--- src/rtl/alu_pipe.sv ---
// Two-stage pipelined integer ALU: 8 opcodes, valid/ready on both sides, ZF/SF/OF condition codes.
// Build option: define ALU_SHIFT_EN to implement SHL/SHR/SAR; otherwise ops 101-111 retire as illegal.
module alu_pipe #(
  parameter int WIDTH = 64,
  parameter int SHW   = $clog2(WIDTH)
) (
  input  logic             clk,
  input  logic             rst_n,
  input  logic             in_valid,
  output logic             in_ready,
  input  logic [2:0]       in_op,
  input  logic             in_set_cc,
  input  logic [WIDTH-1:0] in1,
  input  logic [WIDTH-1:0] in2,
  output logic             out_valid,
  input  logic             out_ready,
  output logic [WIDTH-1:0] out_result,
  output logic             out_of,
  output logic             out_illegal,
  output logic [2:0]       cc
);

  typedef enum logic [2:0] {
    OP_ADD = 3'd0,
    OP_SUB = 3'd1,
    OP_AND = 3'd2,
    OP_XOR = 3'd3,
    OP_OR  = 3'd4,
    OP_SHL = 3'd5,
    OP_SHR = 3'd6,
    OP_SAR = 3'd7
  } op_e;

  localparam int MSB = WIDTH - 1;

  logic             r_s1_valid;
  logic [2:0]       r_s1_op;
  logic             r_s1_set_cc;
  logic [WIDTH-1:0] r_s1_a;
  logic [WIDTH-1:0] r_s1_b;

  logic             r_s2_valid;
  logic             r_s2_set_cc;
  logic [WIDTH-1:0] r_s2_result;
  logic             r_s2_of;
  logic             r_s2_illegal;
  logic [2:0]       r_cc;

  logic             w_s2_adv;
  logic             w_out_fire;
  logic [WIDTH-1:0] w_sum;
  logic [WIDTH-1:0] w_diff;
  logic             w_add_of;
  logic             w_sub_of;
  logic [WIDTH-1:0] w_result;
  logic             w_of;
  logic             w_illegal;

  // Stage 2 may load whenever its slot is empty or being drained this cycle.
  assign w_s2_adv   = !r_s2_valid || out_ready;
  assign in_ready   = !r_s1_valid || w_s2_adv;
  assign w_out_fire = r_s2_valid && out_ready;

  always_ff @(posedge clk or negedge rst_n) begin
    if (!rst_n) begin
      r_s1_valid  <= 1'b0;
      r_s1_op     <= 3'd0;
      r_s1_set_cc <= 1'b0;
      r_s1_a      <= '0;
      r_s1_b      <= '0;
    end else if (in_ready) begin
      r_s1_valid <= in_valid;
      if (in_valid) begin
        r_s1_op     <= in_op;
        r_s1_set_cc <= in_set_cc;
        r_s1_a      <= in1;
        r_s1_b      <= in2;
      end
    end
  end

  assign w_sum    = r_s1_a + r_s1_b;
  assign w_diff   = r_s1_a - r_s1_b;
  assign w_add_of = (r_s1_a[MSB] == r_s1_b[MSB]) && (w_sum[MSB]  != r_s1_a[MSB]);
  assign w_sub_of = (r_s1_a[MSB] != r_s1_b[MSB]) && (w_diff[MSB] != r_s1_a[MSB]);

`ifdef ALU_SHIFT_EN
  logic [SHW-1:0] w_shamt;
  assign w_shamt = r_s1_b[SHW-1:0];
`endif

  always_comb begin
    w_result  = '0;
    w_of      = 1'b0;
    w_illegal = 1'b0;
    case (r_s1_op)
      OP_ADD: begin
        w_result = w_sum;
        w_of     = w_add_of;
      end
      OP_SUB: begin
        w_result = w_diff;
        w_of     = w_sub_of;
      end
      OP_AND: w_result = r_s1_a & r_s1_b;
      OP_XOR: w_result = r_s1_a ^ r_s1_b;
      OP_OR:  w_result = r_s1_a | r_s1_b;
`ifdef ALU_SHIFT_EN
      OP_SHL: w_result = r_s1_a << w_shamt;
      OP_SHR: w_result = r_s1_a >> w_shamt;
      OP_SAR: w_result = $signed(r_s1_a) >>> w_shamt;
      default: w_result = '0;
`else
      default: w_illegal = 1'b1;
`endif
    endcase
  end

  always_ff @(posedge clk or negedge rst_n) begin
    if (!rst_n) begin
      r_s2_valid   <= 1'b0;
      r_s2_set_cc  <= 1'b0;
      r_s2_result  <= '0;
      r_s2_of      <= 1'b0;
      r_s2_illegal <= 1'b0;
    end else if (w_s2_adv) begin
      r_s2_valid <= r_s1_valid;
      if (r_s1_valid) begin
        r_s2_set_cc  <= r_s1_set_cc;
        r_s2_result  <= w_result;
        r_s2_of      <= w_of;
        r_s2_illegal <= w_illegal;
      end
    end
  end

  // Condition codes commit only when the producing beat actually leaves the block.
  always_ff @(posedge clk or negedge rst_n) begin
    if (!rst_n) begin
      r_cc <= 3'b100;
    end else if (w_out_fire && r_s2_set_cc && !r_s2_illegal) begin
      r_cc <= {(r_s2_result == '0), r_s2_result[MSB], r_s2_of};
    end
  end

  assign out_valid   = r_s2_valid;
  assign out_result  = r_s2_result;
  assign out_of      = r_s2_of;
  assign out_illegal = r_s2_illegal;
  assign cc          = r_cc;

endmodule

--- config.mk ---
export PLATFORM = sky130hd
export DESIGN_NAME = alu_pipe
export DESIGN_NICKNAME = d
export VERILOG_FILES = /design/src/rtl/alu_pipe.sv
export SDC_FILE = /design/constraint.sdc
export NUM_CORES = 1
export LEC_CHECK = 0
export BUFFER_PORTS_ARGS = -buffer_cell sky130_fd_sc_hd__buf_2
export CAP_MARGIN = 0
export CORE_MARGIN = 2
export CORE_UTILIZATION = 65
export CTS_BUF_LIST = sky130_fd_sc_hd__clkbuf_16
export CTS_CLUSTER_SIZE = 8
export DETAILED_ROUTE_END_ITERATION = 8
export PLACE_DENSITY = 0.87
export SLEW_MARGIN = 20
export SYNTH_ARGS = -nofsm -noshare
export SYNTH_HDL_FRONTEND = slang
export SYNTH_SLANG_ARGS = --single-unit
--- constraint.sdc ---
create_clock -name clk -period 10.1 [get_ports clk]
set_clock_uncertainty 0.2 [all_clocks]
set_input_delay 1.01 -clock clk [delete_from_list [all_inputs] [get_ports clk]]
set_output_delay 1.01 -clock clk [all_outputs]
set_load 0.01 [all_outputs]
==> results of run 1 <==
[cell usage after synthesis (22+ instances only)]
master / number
a21o_1: 37
nand2_1: 144
o221ai_1: 28
a22o_1: 23
mux2_2: 138
inv_1: 190
mux2i_1: 48
clkbuf_1: 94
o31ai_1: 34
a21oi_1: 227
buf_2: 22
o22ai_1: 54
o21ai_0: 77
a211oi_1: 30
nor4_1: 40
nand4_1: 27
ha_1: 207
nand2b_1: 24
nor3_1: 43
o21bai_1: 39
nand3_1: 38
o211ai_1: 24
dfrtp_1: 203
nor2_1: 153
[where the power goes]
| part | switching, mW | internal [mW] |
|---|---|---|
| combinational | 1.64 | 0.911 |
| clock | 0.374 | 0.500 |
| sequential | 0.223 | 0.984 |
| total | 2.23 | 2.40 |
[flip-flops by register name (all words and copies together), names as in the netlist]
name	flops
cc	3
out_illegal	1
out_of	1
out_result	64
out_valid	1
r_s1_a	64
r_s1_b	64
r_s1_op	3
r_s1_set_cc	1
r_s1_valid	1
r_s2_set_cc	1
[layout by cell type, fill, tap and decap left out, types with 27 or more instances in the layout]
| cell type | netlist | routed |
|---|---|---|
| dfrtp_1 | 203 | 202 |
| nand3_1 | 38 | 38 |
| nand4_1 | 27 | 27 |
| mux2i_1 | 48 | 48 |
| nor3_1 | 43 | 43 |
| mux2_2 | 138 | 138 |
| nand2_1 | 144 | 141 |
| nor2_1 | 153 | 151 |
| nor4_1 | 40 | 40 |
| a21o_1 | 37 | 36 |
| o31ai_1 | 34 | 34 |
| buf_2 | 22 | 205 |
| inv_1 | 190 | 195 |
| o22ai_1 | 54 | 54 |
| a211oi_1 | 30 | 30 |
| clkbuf_16 | 0 | 29 |
| o21bai_1 | 39 | 39 |
| o21ai_0 | 77 | 77 |
| ha_1 | 207 | 207 |
| a21oi_1 | 227 | 226 |
| o221ai_1 | 28 | 28 |
[kinds of logic (layout without fill, tap and decap cells)]
kind of cell	after synthesis	after routing
flip-flops	204	204
AO/OA/AOI/OAI	762	762
multiplexers	186	186
buffers and inverters	341	460
adder cells (fa/ha/maj)	209	209
XOR/XNOR	21	21
AND/OR/NAND/NOR	545	545
[layer usage]
layer	track usage (%)	up-vias	wire, µm
met4	23.90	0	4361
met5	0	-	0
li1	-	8545	-
met2	72.14	1481	32400
met1	56.40	9543	27000
met3	8.936	352	7785
[critical path, delay by kind of cell (launching register included)]
kind / cells / cell delay (ps)
flops: 1 / 420
compound gates: 9 / 3080
fa+ha+maj: 1 / 570
buf+inv: 2 / 210
simple gates: 1 / 160
[worst paths after layout]
kind / start / slack (ps) / to
worst max-delay path: r_s1_a[9]$_DFFE_PN0P_ / 5350 / out_result[48]$_DFFE_PN0P_
worst min-delay path: rst_n / 260 / out_result[22]$_DFFE_PN0P_
worst max register to register: r_s1_a[9]$_DFFE_PN0P_ / 5350 / out_result[48]$_DFFE_PN0P_
worst min register to register: cc[0]$_DFFE_PN0P_ / 310 / cc[0]$_DFFE_PN0P_
max in group asynchronous: rst_n / 7900 / r_s1_op[0]$_DFFE_PN0P_
min in group clk: cc[0]$_DFFE_PN0P_ / 310 / cc[0]$_DFFE_PN0P_
[final cells by class]
cell class	count	area [µm²]
multi-input cells	1723	12840
clock inverters	6	27.53
clock buffers	29	725.7
repair buffers	225	1182
inverters	200	750.7
flip-flops and latches	204	5110
fillers	2200	8279
well taps	390	488.0
==> flow_metrics.env, run 1 <==
export IMPL_worst_pin_slew_ps=1091
export IMPL_n_antenna_cell=0
export IMPL_setup_slack_ps=5352
export IMPL_period_share_pct=47.01
export IMPL_avgSynthCellArea_um2=8.496
export IMPL_max_slew_margin_rel_pct=27.27
export IMPL_ctsRootBufferMaster="clkbuf_16"
export IMPL_grt_pass1_wl_um=108800
export IMPL_post_dp_cell_area_um2=20370
export IMPL_synth_edf_count=0
export IMPL_synth_compound_area_share_pct=27.45
export IMPL_antenna_found_initial=0
export IMPL_synth_area_um2=19270
export IMPL_ys_ff_latch=204
export IMPL_cts_buffer_depth=3
export IMPL_ys_flop_type="dfrtp_1"
export IMPL_drt_initial_drc_count=2426
export IMPL_cts_resized_gates=0
export IMPL_max_vdd_ir_drop_uv=172.2
export IMPL_ys_warn_count=0
export IMPL_synth_adder_area_share_pct=13.65
export IMPL_finalNonFillerCells=2777
export IMPL_start_util_pct=65.53
export IMPL_overflow=0
export IMPL_end_kind="flip-flop"
export IMPL_timing_setup_tns_ps=0
export IMPL_ys_async_sr_fraction_pct=100.0
export IMPL_vias=19920
export IMPL_dp_cells=2742
export IMPL_status="finished clean"
export IMPL_timing_final_hold_violations=0
export IMPL_gp_congestion=1.018
export IMPL_crit_type="reg -> reg"
export IMPL_grt_max_degree=77
export IMPL_clkLatencyLatePin_ps=590
export IMPL_synthSimpleGateAreaFrac_pct=13.87
export IMPL_synth_top_family_by_area="compound AO/OA/AOI/OAI gates"
export IMPL_synth_nets=2613
export IMPL_cts_inserted_buffers=29
export IMPL_yosysTopAreaCell="dfrtp_1"
export IMPL_cpPeakStageDelay_ps=850
export IMPL_die_h_um=176.2
export IMPL_required_ps=10360
export IMPL_die_x_um=176.2
export IMPL_gr_usage_all_layers_pct=44.64
export IMPL_drive_above_1_share_pct=19.52
export IMPL_cts_max_level=1
export IMPL_critPathMaxFanout=11
export IMPL_synthMuxAreaShare_pct=10.56
export IMPL_slew_violations=0
export IMPL_ant_nets=0
export IMPL_rsz0062_at_grt="false"
export IMPL_hpwl_um=51850
export IMPL_power_total_mw=4.629
export IMPL_cts_tree="built"
export IMPL_synthCells=2268
export IMPL_min_period_ps=4748
export IMPL_cts_setup_buffers=0
export IMPL_clk_pin_slew_ps=50
export IMPL_wirelength_um=71550
export IMPL_synth_area_top_cells="dfrtp_1 (26%), ha_1 (13%), mux2_2 (8.1%)"
export IMPL_yosys_area_top_type_share_pct=26.36
export IMPL_cp_arrival_ps=5000
export IMPL_fmax_ghz=0.2106
export IMPL_detail_route_vias_per_cell=7.174
export IMPL_start_kind="flip-flop"
export IMPL_area_delta_synth_final_pct=9.624
export IMPL_grt_pass1_vias=19570
export IMPL_rows=63
export IMPL_fin_util_pct=71.84
export IMPL_cp_cell_sequence="inv_1 > ha_1 > inv_2 > o31ai_2 > nand2b_1 > o21ai_1 > a2111oi_0 > o211ai_1 > o41ai_2 > a211oi_1 > o31ai_1 > a22oi_1 > o31ai_1"
export IMPL_hold_path_class="in -> async"
export IMPL_drv_cap=0
export IMPL_ctsHoldBuffers=0
export IMPL_seq_area_frac_synth_pct=26.50
export IMPL_port_buffers=206
export IMPL_final_nets=2728
export IMPL_wl_per_cell_um=25.77
export IMPL_cts_sinks=204
export IMPL_synth_xor_area_share_pct=0.9545
export IMPL_core_area_um2=29400
export IMPL_yosysUniqueCellTypes=107
export IMPL_cp_slowest_cell="a2111oi_0"
export IMPL_power_leakage_nw=9.823
export IMPL_cp_common_cell="o31ai_1"
export IMPL_p_per_area_nw_per_um2=219.1
export IMPL_design_area_um2=21120
export IMPL_rr_worst_depth=13
export IMPL_io_pins=207
export IMPL_hold_ws_ps=259.6
export IMPL_pre_cts_ws_ps=5587
export IMPL_dr_pass1_iters=8
export IMPL_drc=0
export IMPL_finalSetupViolations=0
export IMPL_die_area_um2=31040
Note: power is estimated with default switching activity, not from simulation.
==> run 2, diff against run 1 <==
--- a/config.mk
+++ b/config.mk
@@ -8,11 +8,11 @@
 export BUFFER_PORTS_ARGS = -buffer_cell sky130_fd_sc_hd__buf_2
 export CAP_MARGIN = 0
 export CORE_MARGIN = 2
-export CORE_UTILIZATION = 65
+export CORE_UTILIZATION = 61
 export CTS_BUF_LIST = sky130_fd_sc_hd__clkbuf_16
 export CTS_CLUSTER_SIZE = 8
 export DETAILED_ROUTE_END_ITERATION = 8
-export PLACE_DENSITY = 0.87
+export PLACE_DENSITY = 0.82
 export SLEW_MARGIN = 20
 export SYNTH_ARGS = -nofsm -noshare
 export SYNTH_HDL_FRONTEND = slang
==> constraint.sdc (replaced) <==
create_clock -name clk -period 4.75 [get_ports clk]
set_clock_uncertainty 0.2 [all_clocks]
set_input_delay 0.475 -clock clk [delete_from_list [all_inputs] [get_ports clk]]
set_output_delay 0.475 -clock clk [all_outputs]
set_load 0.01 [all_outputs]
==> flow_metrics.env, run 2 (same netlist as run 1, synthesis figures left out) <==
export IMPL_cp_arrival_ps=4850
export IMPL_critPathMaxFanout=11
export IMPL_io_pins=207
export IMPL_grt_pass1_vias=20370
export IMPL_cp_common_cell="o31ai_1"
export IMPL_ant_nets=0
export IMPL_drc=0
export IMPL_status="finished clean"
export IMPL_start_kind="flip-flop"
export IMPL_rsz0062_at_grt="false"
export IMPL_cts_buffer_depth=3
export IMPL_final_nets=2879
export IMPL_gp_congestion=1.026
export IMPL_cts_setup_buffers=0
export IMPL_ctsRootBufferMaster="clkbuf_16"
export IMPL_cts_tree="built"
export IMPL_hold_path_class="in -> reg"
export IMPL_clkLatencyLatePin_ps=580
export IMPL_vias=20420
export IMPL_hp_start="out_ready"
export IMPL_grt_pass1_wl_um=115500
export IMPL_detail_route_vias_per_cell=6.945
export IMPL_die_area_um2=33030
export IMPL_final_cell_mix="a21oi_1 (226), ha_1 (207), buf_2 (205), dfrtp_1 (202), inv_1 (193)"
export IMPL_rows=65
export IMPL_overflow=0
export IMPL_finalSetupViolations=0
export IMPL_grt_max_degree=107
export IMPL_hold_ws_ps=113.0
export IMPL_cpPeakStageDelay_ps=620
export IMPL_antenna_found_initial=1
export IMPL_critPathLaunch="r_s1_a[9]$_DFFE_PN0P_"
export IMPL_required_ps=5030
export IMPL_max_slew_margin_rel_pct=22.05
export IMPL_fmax_ghz=0.2188
export IMPL_slew_violations=0
export IMPL_crit_type="reg -> reg"
export IMPL_cp_slowest_cell="a2111oi_1"
export IMPL_dr_pass1_iters=6
export IMPL_timing_setup_tns_ps=0
export IMPL_period_share_pct=96.20
export IMPL_core_area_um2=31310
export IMPL_r2r_start="r_s1_a[9]$_DFFE_PN0P_"
export IMPL_die_h_um=181.7
export IMPL_max_vdd_ir_drop_uv=402.5
export IMPL_final_common_cell="a21oi_1"
export IMPL_p_per_area_nw_per_um2=441.4
export IMPL_end_kind="flip-flop"
export IMPL_min_period_ps=4570
export IMPL_cts_sinks=204
export IMPL_worst_pin_slew_ps=1169
export IMPL_post_dp_cell_area_um2=20560
export IMPL_cp_cell_sequence="inv_1 > ha_1 > inv_2 > o31ai_2 > nand2b_1 > o21ai_1 > a2111oi_1 > o211ai_1 > o41ai_2 > a211oi_1 > o31ai_1 > a22oi_1 > o31ai_1"
export IMPL_start_util_pct=61.54
export IMPL_die_x_um=181.7
export IMPL_clk_pin_slew_ps=60
export IMPL_drive_above_1_share_pct=19.00
export IMPL_num_fill_cells=2257
export IMPL_hpwl_um=52480
export IMPL_drv_cap=0
export IMPL_gr_usage_all_layers_pct=44.45
export IMPL_area_delta_synth_final_pct=17.58
export IMPL_timing_final_hold_violations=0
export IMPL_wirelength_um=75050
export IMPL_design_area_um2=22660
export IMPL_cts_inserted_buffers=29
export IMPL_port_buffers=206
export IMPL_drt_initial_drc_count=2320
export IMPL_cts_max_level=1
export IMPL_wl_per_cell_um=25.53
export IMPL_power_leakage_nw=10.48
## run 2: cell count changes in the layout (fill, tap and decap cells not counted)
| cell | previous run | this run |
|---|---|---|
| clkinv_1 | 1 | 2 |
| buf_4 | 19 | 32 |
| dlygate4sd3_1 | 0 | 134 |
| buf_12 | 0 | 4 |
| inv_1 | 195 | 193 |
| a2111oi_0 | 5 | 4 |
| a21o_1 | 36 | 37 |
| diode_2 | 0 | 1 |
| a21o_2 | 1 | 0 |
| a2111oi_1 | 0 | 1 |
## run 2: final cells by class
cell class	instances	area [µm²]	area share [%]
antenna	1	2.502	0.01105
multi-input combinational	1723	12840	56.67
timing repair buffer	376	2701	11.92
sequential	204	5110	22.55
clock inverter	5	23.77	0.1049
clock buffer	29	725.7	3.203
inverter	200	750.7	3.314
tap	402	503.0	2.220
## run 2: metrics by stage
step	power (mW)	util [%]	setup WS, ps	std cells
floorplan	6.063	-	1466	2268
global placement	7.646	65.67	318.4	2771
detailed placement	7.757	65.67	292.7	2771
CTS	9.721	72.34	269.9	2939
global route	10.46	72.35	140.8	2939
finish	10.00	72.36	180.5	2940
## run 2: worst paths after layout
check                                              to  slack (ps)  cells past startpoint
max                        out_result[48]$_DFFE_PN0P_         180                     13
min                            r_s1_valid$_DFFE_PN0N_         110                      3
max reg2reg                out_result[48]$_DFFE_PN0P_         180                     13
min reg2reg                out_result[27]$_DFFE_PN0P_         310                      2
max in group asynchronous      r_s1_op[0]$_DFFE_PN0P_        2960                      3
min in group asynchronous  out_result[20]$_DFFE_PN0P_         190                      2
## run 2: per-layer routing
metal	track usage, %	share of wire (%)	vias up
li1	-	-	8826
met1	56.40	38	9779
met2	72.52	45	1454
met3	8.043	10	358
met4	23.28	6.0	0
met5	0	0	-
## run 2: where the power goes
group | internal [mW] | switching (mW)
clock | 1.06 | 0.791
sequential | 2.09 | 0.471
combinational | 2.04 | 3.54
## run 2: repair_timing
item / in CTS / in global routing
setup endpoints to repair: 0 / 1
gates resized for setup: 0 / 1
endpoints found under the hold margin: 171 / 0
hold buffers: 134 / 0
## run 2: critical path: cells and delay by family (launching register included)
| family | cells | cell delay, ps |
|---|---|---|
| compound gates | 9 | 2920 |
| fa+ha+maj | 1 | 560 |
| flops | 1 | 410 |
| buf+inv | 2 | 210 |
| simple gates | 1 | 160 |
